### src/rtl/pipe_ctrl_pkg.sv
// Shared types and constants for the pipeline sequencing unit.
// Purely declarative; no timing or flow-control behaviour of its own.
package pipe_ctrl_pkg;

    typedef enum logic [1:0] {
        RUN      = 2'd0,
        MEM_WAIT = 2'd1,
        FAULT    = 2'd2
    } state_e;

    localparam int REG_ADR_W            = 5;
    localparam int WAIT_CNT_W           = 16;
    localparam int DMEM_TIMEOUT_DEFAULT = 255;

endpackage

### src/rtl/pipeline_ctrl_hazard_detect.sv
// Load-use comparator: flags an ID source register produced by a load in EX.
// Combinational, zero latency; register 0 never matches.
module hazard_detect
    import pipe_ctrl_pkg::*;
(
    input  logic [REG_ADR_W-1:0] ID_Rs,
    input  logic [REG_ADR_W-1:0] ID_Rt,
    input  logic                 ID_UsesRt,
    input  logic                 IDEX_MemRead,
    input  logic [REG_ADR_W-1:0] IDEX_RegWriteAdr,
    output logic                 LoadUse
);

    logic rs_hit;
    logic rt_hit;

    assign rs_hit  = (IDEX_RegWriteAdr == ID_Rs);
    assign rt_hit  = ID_UsesRt && (IDEX_RegWriteAdr == ID_Rt);
    assign LoadUse = IDEX_MemRead && (IDEX_RegWriteAdr != '0) && (rs_hit || rt_hit);

endmodule

### src/rtl/pipeline_ctrl.sv
// Stage write-enable/flush sequencer: load-use bubbles, branch flushes, memory freeze.
// Controls are combinational from state; a pending data-memory access freezes every stage.
module pipeline_ctrl
    import pipe_ctrl_pkg::*;
#(
    parameter int DMEM_TIMEOUT = DMEM_TIMEOUT_DEFAULT,
    parameter int CNT_W        = 16
) (
    input  logic                 clk,
    input  logic                 rst,
    input  logic [REG_ADR_W-1:0] ID_Rs,
    input  logic [REG_ADR_W-1:0] ID_Rt,
    input  logic                 ID_UsesRt,
    input  logic                 IDEX_MemRead,
    input  logic [REG_ADR_W-1:0] IDEX_RegWriteAdr,
    input  logic                 EX_BranchTaken,
    input  logic                 EXMEM_MemAccess,
    input  logic                 DMEM_Ready,
    output logic                 DMEM_Req,
    output logic                 PC_WriteEn,
    output logic                 IFID_WriteEn,
    output logic                 IDEX_WriteEn,
    output logic                 EXMEM_WriteEn,
    output logic                 MEMWB_WriteEn,
    output logic                 IFID_Flush,
    output logic                 IDEX_Flush,
    output logic                 Fault,
    output logic [CNT_W-1:0]     StallCount
);

    localparam logic [WAIT_CNT_W-1:0] TIMEOUT_CNT = WAIT_CNT_W'(DMEM_TIMEOUT);

    state_e                state_q;
    logic [WAIT_CNT_W-1:0] wait_cnt_q;
    logic [CNT_W-1:0]      stall_cnt_q;
    logic [CNT_W-1:0]      stall_cnt_d;
    logic                  fault_q;
    logic                  load_use;
    logic                  frozen;

    hazard_detect u_hazard_detect (
        .ID_Rs            (ID_Rs),
        .ID_Rt            (ID_Rt),
        .ID_UsesRt        (ID_UsesRt),
        .IDEX_MemRead     (IDEX_MemRead),
        .IDEX_RegWriteAdr (IDEX_RegWriteAdr),
        .LoadUse          (load_use)
    );

    assign frozen = (state_q == FAULT)
                 || ((state_q == MEM_WAIT) && !DMEM_Ready)
                 || ((state_q == RUN) && EXMEM_MemAccess && !DMEM_Ready);

    // Reset overrides everything so the pipeline is held even before the first edge.
    always_comb begin
        DMEM_Req      = 1'b0;
        PC_WriteEn    = 1'b0;
        IFID_WriteEn  = 1'b0;
        IDEX_WriteEn  = 1'b0;
        EXMEM_WriteEn = 1'b0;
        MEMWB_WriteEn = 1'b0;
        IFID_Flush    = 1'b0;
        IDEX_Flush    = 1'b0;
        if (!rst) begin
            DMEM_Req = EXMEM_MemAccess && (state_q != FAULT);
            if (!frozen) begin
                IDEX_WriteEn  = 1'b1;
                EXMEM_WriteEn = 1'b1;
                MEMWB_WriteEn = 1'b1;
                if (EX_BranchTaken) begin
                    PC_WriteEn   = 1'b1;
                    IFID_WriteEn = 1'b1;
                    IFID_Flush   = 1'b1;
                    IDEX_Flush   = 1'b1;
                end else if (load_use) begin
                    IDEX_Flush   = 1'b1;
                end else begin
                    PC_WriteEn   = 1'b1;
                    IFID_WriteEn = 1'b1;
                end
            end
        end
    end

    always_comb begin
        stall_cnt_d = stall_cnt_q;
        if (!PC_WriteEn && (stall_cnt_q != {CNT_W{1'b1}})) begin
            stall_cnt_d = stall_cnt_q + CNT_W'(1);
        end
    end

    always_ff @(posedge clk or posedge rst) begin
        if (rst) begin
            state_q     <= RUN;
            wait_cnt_q  <= '0;
            stall_cnt_q <= '0;
            fault_q     <= 1'b0;
        end else begin
            stall_cnt_q <= stall_cnt_d;
            case (state_q)
                RUN: begin
                    if (EXMEM_MemAccess && !DMEM_Ready) begin
                        state_q    <= MEM_WAIT;
                        wait_cnt_q <= WAIT_CNT_W'(1);
                    end
                end
                MEM_WAIT: begin
                    if (DMEM_Ready) begin
                        state_q <= RUN;
                    end else if (wait_cnt_q == TIMEOUT_CNT) begin
                        state_q <= FAULT;
                        fault_q <= 1'b1;
                    end else begin
                        wait_cnt_q <= wait_cnt_q + WAIT_CNT_W'(1);
                    end
                end
                FAULT:   state_q <= FAULT;
                default: state_q <= RUN;
            endcase
        end
    end

    assign Fault      = fault_q;
    assign StallCount = stall_cnt_q;

endmodule

### config.mk
export PLATFORM = sky130hd
export DESIGN_NAME = pipeline_ctrl
export DESIGN_NICKNAME = d
export VERILOG_FILES = /design/src/rtl/pipe_ctrl_pkg.sv /design/src/rtl/pipeline_ctrl_hazard_detect.sv /design/src/rtl/pipeline_ctrl.sv
export SDC_FILE = /design/constraint.sdc
export NUM_CORES = 1
export LEC_CHECK = 0
export ABC_AREA = 0
export CAP_MARGIN = 20
export CORE_MARGIN = 2
export CORE_UTILIZATION = 49
export CTS_CLUSTER_SIZE = 16
export DETAILED_ROUTE_END_ITERATION = 8
export HOLD_SLACK_MARGIN = 0.03
export PLACE_DENSITY = 0.85
export SLEW_MARGIN = 25
export SYNTH_ARGS = -nofsm -noshare
export SYNTH_HDL_FRONTEND = slang
export SYNTH_SLANG_ARGS = --single-unit
export TNS_END_PERCENT = 1
### constraint.sdc
create_clock -name clk -period 3.5 [get_ports clk]
set_input_delay 0.7 -clock clk [delete_from_list [all_inputs] [get_ports clk]]
set_output_delay 0.7 -clock clk [all_outputs]
set_load 0.01 [all_outputs]
== Word level (Yosys, flattened, before mapping) ==
Cells that the tools add are included.
Cells by class
  eq/ne operators: 11
  muxes and demuxes: 22
  bitwise operators: 1
  reduce and logical (&&, ||, !) cells: 20
  $add $sub $neg: 2
Operators by type and width (count)
  $mux W16: 3
  $add A16 B1 Y16 const B: 2
  $pmux W16 S2: 1
  $eq A16 B8 Y1 const B: 1
  $ne A16 B16 Y1 const B: 1
  $mux W1: 14
  $eq A5 B5 Y1: 2
  $logic_and A1 B1 Y1: 9
  $mux W2: 3
  $ne A2 B2 Y1 const B: 3
  $pmux W2 S3: 1
  $reduce_bool A5 Y1: 1
  $reduce_and A4 Y1: 1
  $logic_or A1 B1 Y1: 3
  $ne A3 B2 Y1 const B: 1
  $reduce_and A3 Y1: 1
  $eq A2 B1 Y1 const B: 1
  $eq A2 B2 Y1 const B: 1
  $logic_not A1 Y1: 2
  $logic_not A2 Y1: 1
  $ne A2 B1 Y1 const B: 1
  $reduce_and A2 Y1: 1
  $reduce_bool A2 Y1: 1
  $not A1 Y1: 1
Word-level totals
  register bits: 35
  word-level logic and storage cells: 60
  bits of input ports: 22
  output and inout bits: 25

== Depth between registers and ports, before layout ==
  depth in word-level cells: 10
  mapped depth: 8
  gate-level depth less buffers: 8

== Cells and area by module ==
Synthesis repeated with hierarchy kept, for this count alone.
Second synthesis, totals
  cell total of the unflattened synthesis: 219
  area total of the unflattened synthesis: 2142.1 µm²
Modules (own cells, without submodules)
  pipeline_ctrl: cells an instance 202, sequential area each 875.8 µm², area an instance 2009.4 µm², instances 1
  hazard_detect: cells an instance 17, sequential area each 0.0 µm², area an instance 132.6 µm², instances 1

== Worst setup path after synthesis ==
Ideal clock, no wire load.
  kind: in2out
  from: input rst
  to: output PC_WriteEn
  required time: 2.800 ns
  path buffers: 2
  setup slack: 0.279 ns
  cell stages on the path: 6
  arrival time: 2.521 ns
  cell sequence: inv_1 o21a_1 and2_1 o31a_1 buf_6 buf_4
Between the ends
  longest elaborated chain between the ends: 1
RTL lines
  from (decl): line pipeline_ctrl.sv:10  | input logic rst,
  $mux W1
  to (decl): line pipeline_ctrl.sv:20  | output logic PC_WriteEn,
Every way passes these cells.

== Worst setup path in the final report ==
  from: input IDEX_RegWriteAdr[1]
  to: output IFID_WriteEn
Between the ends
  longest elaborated chain between the ends: 8
  elaborated cells between the ends (all ways): 11
  classes of those cells: 2 x eq/ne; 4 x mux; 5 x reduce/logical
RTL lines
  from (decl): line pipeline_ctrl.sv:15  | input logic [REG_ADR_W-1:0] IDEX_RegWriteAdr,
  $eq A5 B5 Y1: line pipeline_ctrl_hazard_detect.sv:18  | assign rt_hit = ID_UsesRt && (IDEX_RegWriteAdr == ID_Rt);
  $logic_and A1 B1 Y1: line pipeline_ctrl_hazard_detect.sv:18
  $logic_or A1 B1 Y1: line pipeline_ctrl_hazard_detect.sv:19  | assign LoadUse = IDEX_MemRead && (IDEX_RegWriteAdr != '0) && (rs_hit || rt_hit);
  $logic_and A1 B1 Y1 (*): line pipeline_ctrl_hazard_detect.sv:19
  $mux W1 (*): line pipeline_ctrl.sv:75  | end else if (load_use) begin
  $mux W1 (*): line pipeline_ctrl.sv:70  | if (EX_BranchTaken) begin
  $mux W1 (*): line pipeline_ctrl.sv:66  | if (!frozen) begin
  $mux W1 (*): line pipeline_ctrl.sv:64  | if (!rst) begin
  to (decl): line pipeline_ctrl.sv:21  | output logic IFID_WriteEn,
Mark *: on every way between the ends. The rest lies on a longest branch, timed or not.

==> summary.txt <==
Status
  • Outcome: finished, final reports clean

Clock network
  • TritonCTS buffer count: 5
  • Clk sinks: 35
  • Hold_buf cts: 0
  • Clk buf depth: 2
  • H-tree depth: 2
  • Root Driver: clkbuf_8
  • Clock latency on the worst-skew pair: 0.30 ns
  • Setup bufs post-CTS: 0
  • Clk slew on worst S/H paths: 0.07 ns
  • Resized cells post-CTS: 0
  • TritonCTS clock tree: yes

Timing
  • Slew headroom: 0.709
  • Final setup vio count: 0
  • Hold Slack: 0.470 ns
  • Setup_tns: 0 ns
  • Slew Limit Fails: 0
  • Final Cycle Share: 0.963
  • Final min period: 3.37 ns
  • Clock skew: 0.00646 ns
  • Worst-Margin Slew: 0.437 ns
  • Unrepaired setup endpoints after global routing: no
  • Max Clk Rate: 297 MHz
  • Hold Fails Final Rpt: 0

Finish
  • Filler cells: 290
  • Share of cells above drive strength 1: 0.0960
  • Nets@finish: 273
  • ANT cells: 0
  • Area Growth Syn to Fin: 34.9%

Floorplanning
  • Die W: 66.7 µm
  • IO Count: 47
  • Std cell rows: 22
  • Die area: 4440 µm²
  • Initial Utilization: 0.518
  • Core area: 3720 µm²
  • Die height: 66.7 µm

Global routing
  • Largest net degree at the start of global routing: 36
  • Vias in the first global route: 1520
  • First-pass GRT wire length: 6860 µm
  • GR Overflow Total: 0
  • GRT Resource Usage Total: 0.207
  • Initial antenna violation count: 0

Routing
  • DRC Markers: 0
  • WL/cell: 13.6 µm
  • Vias/cell: 5.40
  • Pre-antenna DRT Iters: 4
  • Post-DRT Antenna Nets: 0
  • WL final: 4060 µm
  • Via Count: 1608
  • Initial DRC Count: 73

Yosys
  • Syn avg cell area: 9.82 µm²
  • Sequential-to-total area share from yosys stat: 0.455
  • Yosys warns: 0
  • Number of synthesized register bits: 35
  • Synthesized area: 1920 µm²
  • Yosys cell types: 33
  • Syn Inst Count: 196
  • Syn nets: 220

Pwr
  • Internal power: 1020 µW
  • Psw: 459 µW
  • Pwr/cell area: 571 nW/µm²
  • Combinational fraction of design power: 0.296
  • Leak Pwr: 0.00104 µW
  • Clk pwr share: 0.298
  • Net Sw Frac: 0.310
  • Peak VDD IR: 443 µV
  • Flop pwr share: 0.405

Place
  • IO Port Bufs: 46
  • Post-DP HPWL: 2950 µm
  • RD Place Congestion: 0.826

Job
  • Max-cap violations: 0

Setup path
  • Crit end category: primary output
  • CP max FO: 3
  • Worst EP required: 2.80 ns
  • Startpoint types: input pin
  • CP Class: in -> out
  • Worst path arrival time: 2.67 ns

Worst hold path
  • Hold crit path type: reg -> reg
-- placed cells by master, fill, tap and decap left out, types with 2 or more instances in the layout --
cell type        netlist  final
clkdlybuf4s50_1        0     46
dfrtp_1               35     35
xor2_1                25     25
nor2_1                19     19
nand3_1               15     15
nor3_1                12     12
nand2_1               12     12
xnor2_1                8      8
and3_1                 7      7
o21ai_0                8      7
buf_4                  3      6
inv_1                  5      5
clkbuf_8               0      5
nand4_1                4      4
mux2_2                 4      4
or3_1                  4      4
a21oi_1                4      4
nor4_1                 3      3
and4_1                 3      3
nor4_2                 3      3
o21a_1                 2      2
and2_1                 2      2
nor4b_1                3      2
nand2b_1               2      2
ha_1                   2      2
bufinv_16              0      2
-- flip-flops by register name (all words and copies together) (netlist names) --
register / cells
wait_cnt_q: 16
StallCount: 16
state_q: 2
Fault: 1
-- cell families after synthesis --
| logic type | Yosys count | synth area share |
|---|---|---|
| AO/OA/AOI/OAI | 17 | 0.0520 |
| flip-flops | 35 | 0.455 |
| adder cells (fa/ha/maj) | 2 | 0.0130 |
| XOR/XNOR | 33 | 0.150 |
| buffers and inverters | 11 | 0.0312 |
| multiplexers | 4 | 0.0234 |
| AND/OR/NAND/NOR | 94 | 0.275 |
-- through the flow --
step	cell area, µm²	util	total power [µW]	setup WS, ns	std cells
after floorplan	1920	-	808	0.279	196
after global placement	2450	0.661	1030	0.0852	290
after detailed placement	2450	0.661	1040	0.0498	290
after CTS	2590	0.697	1490	0.0331	298
after global routing	2590	0.698	1560	0.0162	298
final	2590	0.698	1480	0.128	298
-- power by group through the flow --
stage | combinational [µW] | sequential, µW | clock (µW)
after floorplan | 191 | 617 | 0
after global placement | 430 | 599 | 0
after detailed placement | 441 | 603 | 0
after CTS | 443 | 598 | 447
after global routing | 477 | 619 | 470
final | 439 | 600 | 441
-- synth_stat cells (all sizes together) --
library cell  instances  share of area
buf                   4          0.018
xor2                 25           0.11
nor3b                 1         0.0039
o21ai                 8          0.021
nor2                 19          0.037
o21a                  2         0.0078
a21oi                 4          0.010
and2                  2         0.0065
a21o                  1         0.0039
nand2                12          0.023
or4                   1         0.0039
and4                  3          0.014
or3                   4          0.013
nand4                 4          0.013
o31a                  1         0.0046
nand3b                1         0.0039
a32oi                 1         0.0046
ha                    2          0.013
and3                  7          0.023
mux2                  4          0.023
nor4                  7          0.040
nor2b                 1         0.0033
nand3                15          0.039
nand2b                2         0.0065
dfrtp                35           0.46
nor3                 12          0.031
nor4b                 3          0.014
clkbuf                2         0.0039
inv                   5         0.0098
xnor2                 8          0.036
-- metal layers --
layer / global-route usage / wire, µm / vias up
met4: 0.115 / 118 / 0
met3: 0.0524 / 143 / 12
li1: - / - / 794
met2: 0.326 / 1940 / 28
met5: 0 / 0 / -
met1: 0.257 / 1860 / 774
-- layout make-up --
| cell class | instances | area, µm² | share of cell area |
|---|---|---|---|
| clock buffers | 5 | 68.8 | 0.0265 |
| multi-input cells | 150 | 998 | 0.385 |
| clock inverters | 3 | 67.6 | 0.0260 |
| inverters | 5 | 18.8 | 0.00723 |
| flip-flops and latches | 35 | 876 | 0.338 |
| repair buffers | 52 | 505 | 0.195 |
| well taps | 48 | 60.1 | 0.0231 |
-- worst max-delay path, stage by stage --
cell and delay (ns):
clkdlybuf4s50_1 0.46, or4_1 0.56, o21ai_2 0.16, o31a_1 0.23
clkdlybuf4s50_1 0.57
-- final timing paths --
| check | start | end | cells after the start | slack (ns) |
|---|---|---|---|---|
| setup / recovery | IDEX_RegWriteAdr[1] | IFID_WriteEn | 5 | 0.13 |
| hold / removal | Fault$_DFFE_PP0P_ | Fault$_DFFE_PP0P_ | 1 | 0.47 |
| setup reg to reg | state_q[0]$_DFFE_PP0P_ | StallCount[14]$_DFFE_PP0P_ | 6 | 1.53 |
| hold reg to reg | Fault$_DFFE_PP0P_ | Fault$_DFFE_PP0P_ | 1 | 0.47 |
| max in group asynchronous | rst | StallCount[4]$_DFFE_PP0P_ | 3 | 2.33 |
| min in group asynchronous | rst | wait_cnt_q[6]$_DFFE_PP0P_ | 3 | 0.86 |
(Power assumes the default switching activity.)
